File: src/rtl/mem_access_unit.sv
`default_nettype none
// ============================================================================
// Module   : mem_access_unit
// Brief    : MEM-stage load/store unit: valid/ready data bus, pipeline stall,
//            load lane extraction/extension and MEM/WB register.
//            Optional misaligned-access trap enabled by macro MISALIGN_TRAP_EN.
// Revision : 1.0
// ============================================================================
module mem_access_unit #(
  parameter int TIMEOUT_CYCLES = 16
) (
  input  logic        CLK,
  input  logic        RST_N,
  input  logic        REG_W_En_M,
  input  logic        MEM_W_En_M,
  input  logic [2:0]  MEM_Control_M,
  input  logic [1:0]  Result_Src_Sel_M,
  input  logic [4:0]  RD_M,
  input  logic [31:0] REG_R_Data2_M,
  input  logic [31:0] ALU_Out_M,
  input  logic [31:0] PC_Plus_4_M,
  output logic        Stall_M,
  output logic        DMEM_Req,
  output logic        DMEM_We,
  output logic [31:0] DMEM_Addr,
  output logic [31:0] DMEM_WData,
  output logic [3:0]  DMEM_Byte_En,
  input  logic        DMEM_Ready,
  input  logic [31:0] DMEM_RData,
  output logic        REG_W_En_W,
  output logic [1:0]  Result_Src_Sel_W,
  output logic [4:0]  RD_W,
  output logic [31:0] ALU_Out_W,
  output logic [31:0] PC_Plus_4_W,
  output logic [31:0] Load_Data_W,
  output logic [1:0]  Fault_W
);

  typedef enum logic [0:0] {S_IDLE = 1'b0, S_BUSY = 1'b1} state_t;

  localparam logic [7:0] c_timeout_last = 8'(TIMEOUT_CYCLES - 1);
  localparam logic [1:0] c_sz_b = 2'd0;
  localparam logic [1:0] c_sz_h = 2'd1;
  localparam logic [1:0] c_sz_w = 2'd2;

  state_t      r_state;
  logic [7:0]  r_count;

  logic        w_is_load;
  logic        w_access;
  logic        w_trap;
  logic        w_timeout;
  logic        w_capture;
  logic [1:0]  w_size;
  logic [1:0]  w_off;
  logic [1:0]  w_fault;
  logic [3:0]  w_byte_en;
  logic [31:0] w_wdata;
  logic [31:0] w_load_fmt;
  logic [7:0]  w_byte;
  logic [15:0] w_half;

  assign w_is_load = (Result_Src_Sel_M == 2'b01);
  assign w_access  = MEM_W_En_M | w_is_load;

  always_comb begin
    case (MEM_Control_M)
      3'b000, 3'b100: w_size = c_sz_b;
      3'b001, 3'b101: w_size = c_sz_h;
      default:        w_size = c_sz_w;
    endcase
  end

  // Lane offset with the bits below the access size dropped
  always_comb begin
    w_off = ALU_Out_M[1:0];
    if (w_size == c_sz_h)      w_off[0] = 1'b0;
    else if (w_size == c_sz_w) w_off    = 2'b00;
  end

`ifdef MISALIGN_TRAP_EN
  assign w_trap = w_access & (w_off != ALU_Out_M[1:0]);
`else
  assign w_trap = 1'b0;
`endif

  always_comb begin
    case (w_size)
      c_sz_b: begin
        w_byte_en = 4'b0001 << w_off;
        w_wdata   = {4{REG_R_Data2_M[7:0]}};
      end
      c_sz_h: begin
        w_byte_en = 4'b0011 << w_off;
        w_wdata   = {2{REG_R_Data2_M[15:0]}};
      end
      default: begin
        w_byte_en = 4'b1111;
        w_wdata   = REG_R_Data2_M;
      end
    endcase
  end

  assign w_byte = DMEM_RData[{w_off, 3'b000} +: 8];
  assign w_half = w_off[1] ? DMEM_RData[31:16] : DMEM_RData[15:0];

  always_comb begin
    case (w_size)
      c_sz_b:  w_load_fmt = MEM_Control_M[2] ? {24'd0, w_byte} : {{24{w_byte[7]}}, w_byte};
      c_sz_h:  w_load_fmt = MEM_Control_M[2] ? {16'd0, w_half} : {{16{w_half[15]}}, w_half};
      default: w_load_fmt = DMEM_RData;
    endcase
  end

  assign w_timeout = (r_state == S_BUSY) & ~DMEM_Ready & (r_count == c_timeout_last);

  // Gated by RST_N so a held access cannot stall the pipe during reset
  assign Stall_M = RST_N & (((r_state == S_IDLE) & w_access & ~w_trap) |
                            ((r_state == S_BUSY) & ~DMEM_Ready & ~w_timeout));

  assign w_fault   = {w_timeout, (r_state == S_IDLE) & w_trap};
  assign w_capture = ~Stall_M;

  always_ff @(posedge CLK or negedge RST_N) begin
    if (!RST_N) begin
      r_state          <= S_IDLE;
      r_count          <= 8'd0;
      DMEM_Req         <= 1'b0;
      DMEM_We          <= 1'b0;
      DMEM_Addr        <= 32'd0;
      DMEM_WData       <= 32'd0;
      DMEM_Byte_En     <= 4'd0;
      REG_W_En_W       <= 1'b0;
      Result_Src_Sel_W <= 2'd0;
      RD_W             <= 5'd0;
      ALU_Out_W        <= 32'd0;
      PC_Plus_4_W      <= 32'd0;
      Load_Data_W      <= 32'd0;
      Fault_W          <= 2'd0;
    end else begin
      if (w_capture) begin
        REG_W_En_W       <= REG_W_En_M & (w_fault == 2'b00);
        Result_Src_Sel_W <= Result_Src_Sel_M;
        RD_W             <= RD_M;
        ALU_Out_W        <= ALU_Out_M;
        PC_Plus_4_W      <= PC_Plus_4_M;
        Load_Data_W      <= (w_is_load && (r_state == S_BUSY) && !w_timeout) ? w_load_fmt : 32'd0;
        Fault_W          <= w_fault;
      end
      case (r_state)
        S_IDLE: begin
          if (w_access && !w_trap) begin
            r_state      <= S_BUSY;
            r_count      <= 8'd0;
            DMEM_Req     <= 1'b1;
            DMEM_We      <= MEM_W_En_M;
            DMEM_Addr    <= {ALU_Out_M[31:2], 2'b00};
            DMEM_WData   <= w_wdata;
            DMEM_Byte_En <= w_byte_en;
          end
        end
        S_BUSY: begin
          if (DMEM_Ready || w_timeout) begin
            r_state  <= S_IDLE;
            DMEM_Req <= 1'b0;
          end else begin
            r_count <= r_count + 8'd1;
          end
        end
        default: r_state <= S_IDLE;
      endcase
    end
  end

endmodule
`default_nettype wire
File: config.mk
export PLATFORM = sky130hd
export DESIGN_NAME = mem_access_unit
export DESIGN_NICKNAME = d
export VERILOG_FILES = /design/src/rtl/mem_access_unit.sv
export SDC_FILE = /design/constraint.sdc
export NUM_CORES = 1
export LEC_CHECK = 0
export ABC_AREA = 0
export CORE_MARGIN = 4
export CORE_UTILIZATION = 39
export CTS_CLUSTER_DIAMETER = 100
export DETAILED_ROUTE_END_ITERATION = 10
export GPL_TIMING_DRIVEN = 1
export PLACE_DENSITY = 0.76
export SLEW_MARGIN = 20
export SYNTH_ARGS = -nofsm -noshare
export SYNTH_HDL_FRONTEND = slang
export SYNTH_SLANG_ARGS = --single-unit
File: constraint.sdc
create_clock -name CLK -period 2.2 [get_ports CLK]
set_clock_uncertainty 0.1 [all_clocks]
set_input_delay 0.33 -clock CLK [delete_from_list [all_inputs] [get_ports CLK]]
set_output_delay 0.33 -clock CLK [all_outputs]
set_load 0.02 [all_outputs]
==> summary.txt <==
Die
  • Die Ht: around 150 um
  • Row count: 51
  • Die area: 22600 sq um
  • Die X: 150 um
  • Starting density of the core: 0.401
  • Area of the core: a little under 20000 sq um
  • Number of top-level pins: 320

Synthesis
  • Number of flops mapped to enable cells by yosys: 0
  • Flops & latches, synth: between 150 and 200
  • Ys async rst share: 1.00
  • Yosys cell types: 47
  • Post-synth top cells: dfrtp_1, nand2_1, mux2_2
  • Synth area leader: dfrtp_1
  • Most frequent cell after synthesis: dfrtp_1
  • Yosys top cell area share: 0.576
  • Syn Inst Count: 700
  • Yosys warning count: 0
  • Mean post-synth cell area: 11.3 sq um
  • Seq/Total Area, Yosys: 0.576
  • Synth Flop Type: dfrtp_1
  • Synthesized area: 7910 sq um
  • Top cells by area, synth: dfrtp_1, mux2_2, nand2_1

STA
  • Min setup slack post-route: -0.0159 ns
  • Worst rel slew slack: 0.392
  • RSZ-0062 raised after global routing: yes
  • Final setup vio count: 1
  • Worst slew pin tran: roughly 0.91 ns
  • Final hold violations: 0
  • Crit share post-route: 1.01
  • Tmin final: 2.22 ns
  • Setup TNS: -0.0159 ns
  • Fin. max-slew vios: 0
  • WHS: 0.360 ns
  • Fmax: around 450 MHz

Final layout
  • Fin nets: 1182
  • Multi-input gate area: 3140 sq um
  • Share of cells above drive strength 1: 0.171
  • Area grow syn2layout: 55.9%
  • Seq. cell area: 4550 sq um
  • Fillers: 1580
  • ANT cells: 0

Status
  • Outcome: complete, but fails checks
  • Violated checks: setup timing

Power
  • Leakage: 5.41 nW
  • Comb pwr share: 0.326
  • Proportion of power drawn by the clock network: 0.291
  • Pwr Density: 902 nW/um^2
  • Cell internal pwr: between 7 and 8 mW
  • Seq pwr share: 0.383
  • Sw Share: 0.329
  • Max VDD drop: 0.000505 V
  • Sw Pwr: 3.66 mW

Clock tree
  • Clk slew on worst S/H paths: ~0.08 ns
  • H-tree depth reported by CTS: 4
  • CTS tree: yes
  • Clock Latency Late Sink: 0.42 ns
  • TritonCTS Sinks: roughly 180
  • Max clock buf depth: 2
  • CTS root buf: clkbuf_16
  • CTS buffer count: 17

Critical path
  • Crit end category: output pin
  • CP max FO: 4
  • Slowest cell on the critical path: or4_4
  • Max incr delay on CP: 0.55 ns
  • CP arrival: between 1.5 and 2 ns
  • Crit path launch type: flop
  • Worst Path Required: 1.77 ns
  • WS Path Type: flop to output pin
  • Worst-path cell chain: or4_4 > o21bai_4 > a21boi_4 > buf_6

Drt
  • Via count: 6650
  • Detailed-route DRC error count: 0
  • TritonRoute pass-1 iters: 4
  • Total wire length: 24500 um
  • Drt wl/cell: between 15 and 20 um
  • Post-DRT Antenna Nets: 0
  • Vias per inst: 5.05
  • Initial DRC Count: between 200 and 300

Placement
  • Hpwl dp: 17700 um
  • PortBufs: 316
  • GPL Wtd Cong: 0.850

Worst hold path
  • Hold crit path type: primary input to flop

Global route
  • Largest net degree at the start of global routing: 158
  • Number of global-route vias before repair: 6931
  • Initial antenna violation count: 0
  • GRT Total Usage: 0.213
  • Gr ovfl total: 0
  • First-pass GRT wire length: ~38000 um

Run
  • Max-cap violation count: 0
cells in the final DEF, fill, tap and decap left out, types with 2 or more instances in the layout:
cell / n
a221o_1: 8
o21ai_0: 31
buf_12: 4
mux2i_1: 32
clkbuf_16: 18
inv_8: 6
conb_1: 3
a22o_1: 26
mux2_2: 74
o21ba_2: 2
or3_1: 3
clkdlybuf4s50_1: 313
and3_1: 8
a21oi_1: 14
nor2_1: 24
dfrtp_1: 182
a311o_1: 7
o211ai_1: 16
nand3_1: 4
nand2b_1: 3
nor2b_1: 4
inv_6: 3
o31ai_1: 2
bufinv_16: 2
a31o_2: 8
nor4_1: 2
o21a_1: 8
nor3_1: 4
xnor2_1: 3
buf_6: 3
nand2_1: 161
o21bai_4: 2
inv_1: 3
buf_4: 45
clkinv_8: 2
area by class of cell:
type,instances,area share
Multi-Input combinational cell,465,0.255
Tap cell,265,0.0269
Inverter,3,0.000914
Clock inverter,15,0.0165
Clock buffer,17,0.0345
Timing Repair Buffer,369,0.296
Sequential cell,182,0.370
what timing repair did:
action	CTS	global route
setup buffers	2	1
setup endpoints to repair	1	71
hold buffers	1	0
hold endpoints to repair	25	0
gates cloned	0	1
pin swaps	3	1
resized for setup	6	3
worst max-delay path, delay by kind of cell, from the launching register on:
family                 cells  cell delay [ns]
AO/OA/AOI/OAI              2             0.28
AND/OR/NAND/NOR            1             0.55
buffers and inverters      1             0.15
flip-flops                 1             0.38
sequential cells by signal, indices dropped and copies added, names as in the netlist:
register	flops
ALU_Out_W	32
DMEM_Addr	30
DMEM_Byte_En	4
DMEM_Req	1
DMEM_WData	32
DMEM_We	1
Fault_W	1
Load_Data_W	32
PC_Plus_4_W	32
RD_W	5
REG_W_En_W	1
Result_Src_Sel_W	2
r_count	8
r_state	1
power by group through the flow:
stage | combinational [mW] | sequential [mW] | clock [mW]
after global placement | 3.58 | 4.29 | 0
after detailed placement | 3.62 | 4.31 | 0
after CTS | 3.64 | 4.26 | 3.32
final | 3.62 | 4.26 | 3.24
after floorplan | 0.936 | 5.00 | 0
after global routing | 3.87 | 4.33 | 3.46
worst paths after layout:
check / slack [ns] / endpoint / cells past startpoint / startpoint
max: -0.02 / Stall_M / 4 / r_count[6]$_DFFE_PN0P_
min: 0.36 / DMEM_Addr[21]$_DFFE_PN0P_ / 3 / ALU_Out_M[21]
max reg2reg: 0.11 / PC_Plus_4_W[20]$_DFFE_PN0N_ / 7 / r_count[0]$_DFFE_PN0P_
min reg2reg: 0.37 / DMEM_Addr[4]$_DFFE_PN0P_ / 2 / DMEM_Addr[4]$_DFFE_PN0P_
max in group asynchronous: 0.72 / Load_Data_W[7]$_DFFE_PN0N_ / 3 / RST_N
min in group asynchronous: 0.48 / r_count[3]$_DFFE_PN0P_ / 3 / RST_N
stage by stage:
| step | area, sq um | setup WS, ns | util | instances | total power [mW] |
|---|---|---|---|---|---|
| 3_5_place_dp | 11600 | -0.350 | 0.589 | 1279 | 7.93 |
| 5_1_grt | 12300 | -0.0793 | 0.625 | 1316 | 11.7 |
| 6_report | 12300 | -0.0159 | 0.625 | 1316 | 11.1 |
| 2_1_floorplan | 7910 | 0.0747 | - | 702 | 5.94 |
| 3_3_place_gp | 11600 | -0.340 | 0.589 | 1279 | 7.87 |
| 4_1_cts | 12300 | -0.0331 | 0.622 | 1314 | 11.2 |
logic make-up after synthesis:
kind of cell | Yosys count | synth area share
AOI/OAI and AO/OA | 130 | 0.123
xor gates and xnor gates | 3 | 0.00332
adders and majority gates | 1 | 0.00158
buffers and inverters | 55 | 0.0318
DFF | 182 | 0.576
muxes | 106 | 0.146
other | 1 | 0.000474
and+or+nand+nor | 222 | 0.118
layer usage:
layer | track usage | share of wire | wire length (um)
met5 | 0 | 0 | 0
met4 | 0.0787 | 0.025 | 623
met3 | 0.0759 | 0.099 | 2420
met2 | 0.339 | 0.47 | 11500
met1 | 0.269 | 0.41 | 9960
No activity file was read; power rests on OpenSTA's default activity.
